**src/rtl/conv_sched_if.sv**
```systemverilog
// Control/engine bundle for conv_sched: run control, status, and the job
// start/finish handshake toward the 3x3 convolution engine.
interface conv_sched_if #(
  parameter int CW = 4
);
  logic              start;
  logic              abort;
  logic [CW:0]       cfg_w;
  logic [CW:0]       cfg_h;
  logic              eng_start;
  logic [CW-1:0]     eng_x;
  logic [CW-1:0]     eng_y;
  logic              eng_finish;
  logic              busy;
  logic              done;
  logic              err;
  logic [2*CW-1:0]   job_cnt;

  modport master (
    output start, abort, cfg_w, cfg_h, eng_finish,
    input  eng_start, eng_x, eng_y, busy, done, err, job_cnt
  );

  modport slave (
    input  start, abort, cfg_w, cfg_h, eng_finish,
    output eng_start, eng_x, eng_y, busy, done, err, job_cnt
  );
endinterface

```
**src/rtl/conv_sched.sv**
```systemverilog
// Raster job scheduler for the 3x3 conv engine: one start/finish job per valid
// output position of a cfg_w x cfg_h map (no padding), x fastest.
module conv_sched #(
  parameter int CW      = 4,
  parameter int TIMEOUT = 64
) (
  input  logic        i_clk,
  input  logic        i_rst,
  conv_sched_if.slave bus
);
  localparam int CW1 = CW + 1;
  localparam int TW  = (TIMEOUT > 2) ? $clog2(TIMEOUT) : 1;
  localparam logic [TW-1:0] TMO_LAST = TW'(TIMEOUT - 1);
  localparam logic [TW-1:0] TMO_WARN = TW'(TIMEOUT - 2);

  typedef enum logic [2:0] {
    S_IDLE,
    S_CHECK,
    S_ISSUE,
    S_WAIT,
    S_FIN
  } state_t;

  state_t            r_state, w_nxt;
  logic [CW:0]       r_cfg_w, r_cfg_h;
  logic [CW-1:0]     r_x, r_y, w_x, w_y;
  logic [2*CW-1:0]   r_cnt, w_cnt;
  logic [TW-1:0]     r_tmo, w_tmo;
  logic              r_err, w_err;
  logic              r_busy, r_eng_start, r_done;
  logic              w_ld_cfg;
  logic [CW:0]       w_xmax, w_ymax;
  logic              w_x_last, w_y_last;

  // Last window origin is dim-3, evaluated at CW+1 bits
  assign w_xmax   = r_cfg_w - CW1'(3);
  assign w_ymax   = r_cfg_h - CW1'(3);
  assign w_x_last = ({1'b0, r_x} == w_xmax);
  assign w_y_last = ({1'b0, r_y} == w_ymax);

  always_ff @(posedge i_clk or posedge i_rst) begin
    if (i_rst) r_state <= S_IDLE;
    else       r_state <= w_nxt;
  end

  always_comb begin
    w_nxt    = r_state;
    w_x      = r_x;
    w_y      = r_y;
    w_cnt    = r_cnt;
    w_tmo    = r_tmo;
    w_err    = r_err;
    w_ld_cfg = 1'b0;
    if (r_state != S_IDLE && bus.abort) begin
      w_nxt = S_IDLE;
    end else begin
      case (r_state)
        S_IDLE: begin
          if (bus.start && !bus.abort) begin
            w_nxt    = S_CHECK;
            w_ld_cfg = 1'b1;
            w_err    = 1'b0;
            w_cnt    = '0;
            w_x      = '0;
            w_y      = '0;
          end
        end
        S_CHECK: begin
          if (r_cfg_w < CW1'(3) || r_cfg_h < CW1'(3)) begin
            w_err = 1'b1;
            w_nxt = S_FIN;
          end else begin
            w_nxt = S_ISSUE;
          end
        end
        S_ISSUE: begin
          w_tmo = '0;
          w_nxt = S_WAIT;
        end
        S_WAIT: begin
          w_tmo = r_tmo + 1'b1;
          // err is already visible in this cycle; leave regardless of finish
          if (r_tmo == TMO_LAST) begin
            w_nxt = S_FIN;
          end else if (bus.eng_finish) begin
            w_cnt = r_cnt + 1'b1;
            if (w_x_last && w_y_last) begin
              w_nxt = S_FIN;
            end else begin
              w_nxt = S_ISSUE;
              if (w_x_last) begin
                w_x = '0;
                w_y = r_y + 1'b1;
              end else begin
                w_x = r_x + 1'b1;
              end
            end
          end else if (r_tmo == TMO_WARN) begin
            w_err = 1'b1;
          end
        end
        S_FIN:   w_nxt = S_IDLE;
        default: w_nxt = S_IDLE;
      endcase
    end
  end

  // Outputs are registered from the next-state decode so they align with the state
  always_ff @(posedge i_clk or posedge i_rst) begin
    if (i_rst) begin
      r_cfg_w     <= '0;
      r_cfg_h     <= '0;
      r_x         <= '0;
      r_y         <= '0;
      r_cnt       <= '0;
      r_tmo       <= '0;
      r_err       <= 1'b0;
      r_busy      <= 1'b0;
      r_eng_start <= 1'b0;
      r_done      <= 1'b0;
    end else begin
      if (w_ld_cfg) begin
        r_cfg_w <= bus.cfg_w;
        r_cfg_h <= bus.cfg_h;
      end
      r_x         <= w_x;
      r_y         <= w_y;
      r_cnt       <= w_cnt;
      r_tmo       <= w_tmo;
      r_err       <= w_err;
      r_busy      <= (w_nxt != S_IDLE);
      r_eng_start <= (w_nxt == S_ISSUE);
      r_done      <= (w_nxt == S_FIN);
    end
  end

  assign bus.eng_start = r_eng_start;
  assign bus.eng_x     = r_x;
  assign bus.eng_y     = r_y;
  assign bus.busy      = r_busy;
  assign bus.done      = r_done;
  assign bus.err       = r_err;
  assign bus.job_cnt   = r_cnt;
endmodule

```
**src/flat_wrapper.sv**
```systemverilog
// flat-port wrapper written by rule: the top's interface ports become plain ports
module conv_sched_flat 
#(
  parameter int CW      = 4,
  parameter int TIMEOUT = 64
)
  (i_clk, i_rst, bus_start, bus_abort, bus_cfg_w, bus_cfg_h, bus_eng_finish, bus_eng_start, bus_eng_x, bus_eng_y, bus_busy, bus_done, bus_err, bus_job_cnt);
  conv_sched_if #(.CW(CW)) bus_i ();
  input  logic i_clk;
  input  logic i_rst;
  input wire logic [$bits(bus_i.start)-1:0] bus_start;
  input wire logic [$bits(bus_i.abort)-1:0] bus_abort;
  input wire logic [$bits(bus_i.cfg_w)-1:0] bus_cfg_w;
  input wire logic [$bits(bus_i.cfg_h)-1:0] bus_cfg_h;
  input wire logic [$bits(bus_i.eng_finish)-1:0] bus_eng_finish;
  output wire logic [$bits(bus_i.eng_start)-1:0] bus_eng_start;
  output wire logic [$bits(bus_i.eng_x)-1:0] bus_eng_x;
  output wire logic [$bits(bus_i.eng_y)-1:0] bus_eng_y;
  output wire logic [$bits(bus_i.busy)-1:0] bus_busy;
  output wire logic [$bits(bus_i.done)-1:0] bus_done;
  output wire logic [$bits(bus_i.err)-1:0] bus_err;
  output wire logic [$bits(bus_i.job_cnt)-1:0] bus_job_cnt;
  assign bus_i.start = bus_start;
  assign bus_i.abort = bus_abort;
  assign bus_i.cfg_w = bus_cfg_w;
  assign bus_i.cfg_h = bus_cfg_h;
  assign bus_i.eng_finish = bus_eng_finish;
  assign bus_eng_start = bus_i.eng_start;
  assign bus_eng_x = bus_i.eng_x;
  assign bus_eng_y = bus_i.eng_y;
  assign bus_busy = bus_i.busy;
  assign bus_done = bus_i.done;
  assign bus_err = bus_i.err;
  assign bus_job_cnt = bus_i.job_cnt;
  conv_sched #(.CW(CW), .TIMEOUT(TIMEOUT)) u_core (.i_clk(i_clk), .i_rst(i_rst), .bus(bus_i));
endmodule
```
**config.mk**
```make
export PLATFORM = sky130hd
export DESIGN_NAME = conv_sched_flat
export DESIGN_NICKNAME = d
export VERILOG_FILES = /design/src/rtl/conv_sched_if.sv /design/src/rtl/conv_sched.sv /design/src/flat_wrapper.sv
export SDC_FILE = /design/constraint.sdc
export NUM_CORES = 1
export LEC_CHECK = 0
export ABC_AREA = 1
export CAP_MARGIN = 0
export CORE_ASPECT_RATIO = 0.9
export CORE_MARGIN = 2
export CORE_UTILIZATION = 58
export CTS_CLUSTER_DIAMETER = 60
export DETAILED_ROUTE_END_ITERATION = 10
export PLACE_DENSITY = 0.94
export RECOVER_POWER = 100
export SLEW_MARGIN = 30
export SYNTH_ARGS = -nofsm -noshare
export SYNTH_HDL_FRONTEND = slang
export SYNTH_SLANG_ARGS = --single-unit
```
**constraint.sdc**
```tcl
create_clock -name i_clk -period 4.6 [get_ports i_clk]
set_input_delay 0.69 -clock i_clk [delete_from_list [all_inputs] [get_ports i_clk]]
set_output_delay 0.69 -clock i_clk [all_outputs]
set_load 0.03 [all_outputs]
```
==> results_dict.tcl <==
set metrics [dict create \
    grt_max_degree 40 \
    final.setup.tns_ps 0 \
    ys_types 30 \
    worst_setup_path_end_kind "flip-flop" \
    die_h_um 62.9 \
    cts_setup_buffers 0 \
    postCtsHoldBufs 0 \
    antennaDiodeCount 0 \
    outcome "finished with violations" \
    ys_warn_count 0 \
    dieArea_um2 4360 \
    initial_core_util 0.603 \
    grt_pass1_wl_um 8050 \
    track_usage 0.230 \
    final-hold-violation-count 0 \
    syn_nets 318 \
    finalNetCount 357 \
    routed_wl_um 4830 \
    r2r_slack_ps 1870 \
    clk_pin_slew_ps 70 \
    cts.htree.levels 2 \
    cts.repair.resized 0 \
    path_delay_family "buffers and inverters" \
    gp_congestion 0.871 \
    io_pins 35 \
    drt-initial-drc-count 136 \
    cp_data_arrival_time_ps 3370 \
    path_class "in2reg" \
    numCtsBuffers 5 \
    holdPathEnd "u_core.bus.job_cnt[3]$_DFFE_PP0P_" \
    post-route-cell-area_um2 2650 \
    viasPerCell 5.34 \
    relSlewSlack -0.370 \
    drv_cap 1 \
    cp_slowest_cell "clkbuf_1" \
    reg2reg_to "u_core.bus.job_cnt[3]$_DFFE_PP0P_" \
    cts-root-buf "clkbuf_8" \
    num_rows 21 \
    antenna_found_initial 0 \
    fillers 289 \
    vias 2030 \
    cts_tree "done" \
    syn_inst 296 \
    cts.sinks 39 \
    min_path_type "reg2reg" \
    clockBufferDepth 2 \
    drc_errors 0 \
    crit_chain "dlygate4sd3_1 > inv_1 > nand2_1 > nor2_1 > clkbuf_1 > nor2_1 > nor2_1 > inv_1 > nor3_1 > o21ai_1 > a21oi_1" \
    ys_seq_area_frac 0.437 \
    port_buffers 34 \
    rsz0062_at_grt "false" \
    syn_area_per_cell_um2 7.55 \
    setup_viol 0 \
    violations "max-capacitance violations, max-slew violations" \
    critical-path-max-stage-delay_ps 580 \
    place_area_um2 2630 \
    synth_top_area_frac 0.437 \
    worst_pin_slew_ps 2050 \
    syn_area_um2 2230 \
    peakVddDrop_mv 0.262 \
    ff2ff_path_depth 10 \
    required_ps 4820 \
    syn2layout_area_growth_pct 18.4 \
    core_um2 3700 \
    insertion_delay_ps 290 \
    power.density_nw_per_um2 504 \
    synth_seq_cells 39 \
    cp_max_fo 20 \
    dp.final_hpwl_um 3510 \
    layout-drive-gt1-share 0.0419 \
    slew_violations 40 \
    synthTopCellsByArea "dfrtp_1 (44%), nand2_1 (15%), inv_1 (5.9%), nor2_1 (5.2%), ha_1 (3.9%)" \
    die_width_um 69.4 \
    start_kind "primary input" \
    final_common_cell "nand2_1" \
    worst-path-buf-inv 4 \
    firstDrtPassIters 4 \
    clock_skew_ps 2.93 \
    grt-ovfl-total 0 \
    layout_common_cells "nand2_1 (88), dfrtp_1 (39), inv_1 (36), nor2_1 (35), dlygate4sd3_1 (22)" \
    wl_per_cell_um 12.7 \
    min_from "u_core.bus.job_cnt[3]$_DFFE_PP0P_" \
    min_period_over_period 0.686 \
    fin_crit_ps 3160 \
    min_path_cells 1 \
    clock.fmax_mhz 317 \
    leakagePower_nw 1.37 \
    timing.rr.start "u_core.r_state[2]$_DFF_PP0_" \
    yosysTopAreaCell "dfrtp_1" \
    path_common_cell "nor2_1" \
    ant_nets 0 \
    first_global_vias 1883 \
]
per-stage QoR:
step | total power [mW] | setup slack, ps | util | cells | hold WS [ps]
floorplan | 0.979 | 2930 | - | 296 | 468
global placement | 1.12 | 2150 | 0.709 | 374 | 485
detailed placement | 1.15 | 2080 | 0.709 | 374 | 492
CTS | 1.37 | 2380 | 0.728 | 380 | 508
global route | 1.45 | 1110 | 0.714 | 380 | 530
finish | 1.33 | 1440 | 0.714 | 380 | 506
kinds of logic after synthesis:
logic type | Yosys count | share of synthesized area
AOI/OAI and AO/OA | 43 | 0.108
adders and majority gates | 7 | 0.0392
buffers and inverters | 41 | 0.0712
xor gates and xnor gates | 5 | 0.0196
and+or+nand+nor | 161 | 0.325
DFF | 39 | 0.437
routing by layer:
layer | global-route usage | vias to the layer above | routed length [um] | part of all wire
met5 | 0 | - | 0 | 0
met4 | 0.0784 | 0 | 66 | 0.014
met3 | 0.0565 | 10 | 250 | 0.052
met2 | 0.359 | 60 | 2280 | 0.47
met1 | 0.313 | 935 | 2230 | 0.46
li1 | - | 1025 | - | -
final cells by class:
class	count	area (um2)	area share
multi-input cells	216	1050	0.398
flip-flops and latches	39	976	0.369
repair buffers	36	348	0.132
inverters	37	139	0.0525
clock buffers	6	72.6	0.0274
well taps	46	57.6	0.0218
state kept, by name, indices dropped and copies added, names as in the netlist, 3 cells and up:
name,cells
u_core.r_cfg_h,5
u_core.bus.job_cnt,8
u_core.bus.eng_y,4
u_core.r_state,3
u_core.r_tmo,6
u_core.r_cfg_w,5
u_core.bus.eng_x,4
worst max-delay path by stage:
stage,startpoint,end,slack (ps),cells after the start
detailed placement,bus_abort,u_core.bus.eng_y[0]$_DFFE_PP0P_,2080,12
finish,bus_abort,u_core.bus.job_cnt[3]$_DFFE_PP0P_,1440,11
global route,bus_abort,u_core.bus.job_cnt[3]$_DFFE_PP0P_,1110,11
CTS,bus_abort,u_core.bus.job_cnt[4]$_DFFE_PP0P_,2380,11
floorplan,u_core.r_cfg_w[0]$_DFFE_PP0P_,u_core.bus.eng_x[2]$_DFFE_PP0P_,2930,9
global placement,bus_abort,u_core.bus.eng_y[1]$_DFFE_PP0P_,2150,12
synth_stat cells:
cell type,number
buf_2,4
nor2_1,31
nand2_4,2
o21ai_2,1
nor2_2,3
o21ai_0,16
a41oi_1,1
nand2_2,2
a21oi_1,11
or2_2,2
xor2_1,4
o31ai_1,1
inv_2,2
inv_1,35
dfrtp_1,39
nor2_4,4
nand3b_1,2
nor3b_1,2
nor3_2,2
xnor2_1,1
a21o_1,1
ha_1,7
nand4_1,2
o21bai_1,2
nand3_1,17
a31oi_1,4
o21a_1,1
o21ai_1,5
nand2_1,87
nor3_1,5
report_power, final:
group          switching, mW  internal, mW  total (mW)
sequential            0.0909         0.435       0.526
combinational          0.378         0.216       0.594
clock                  0.113         0.101       0.214
total                  0.582         0.752        1.33
(Power assumes the default switching activity.)
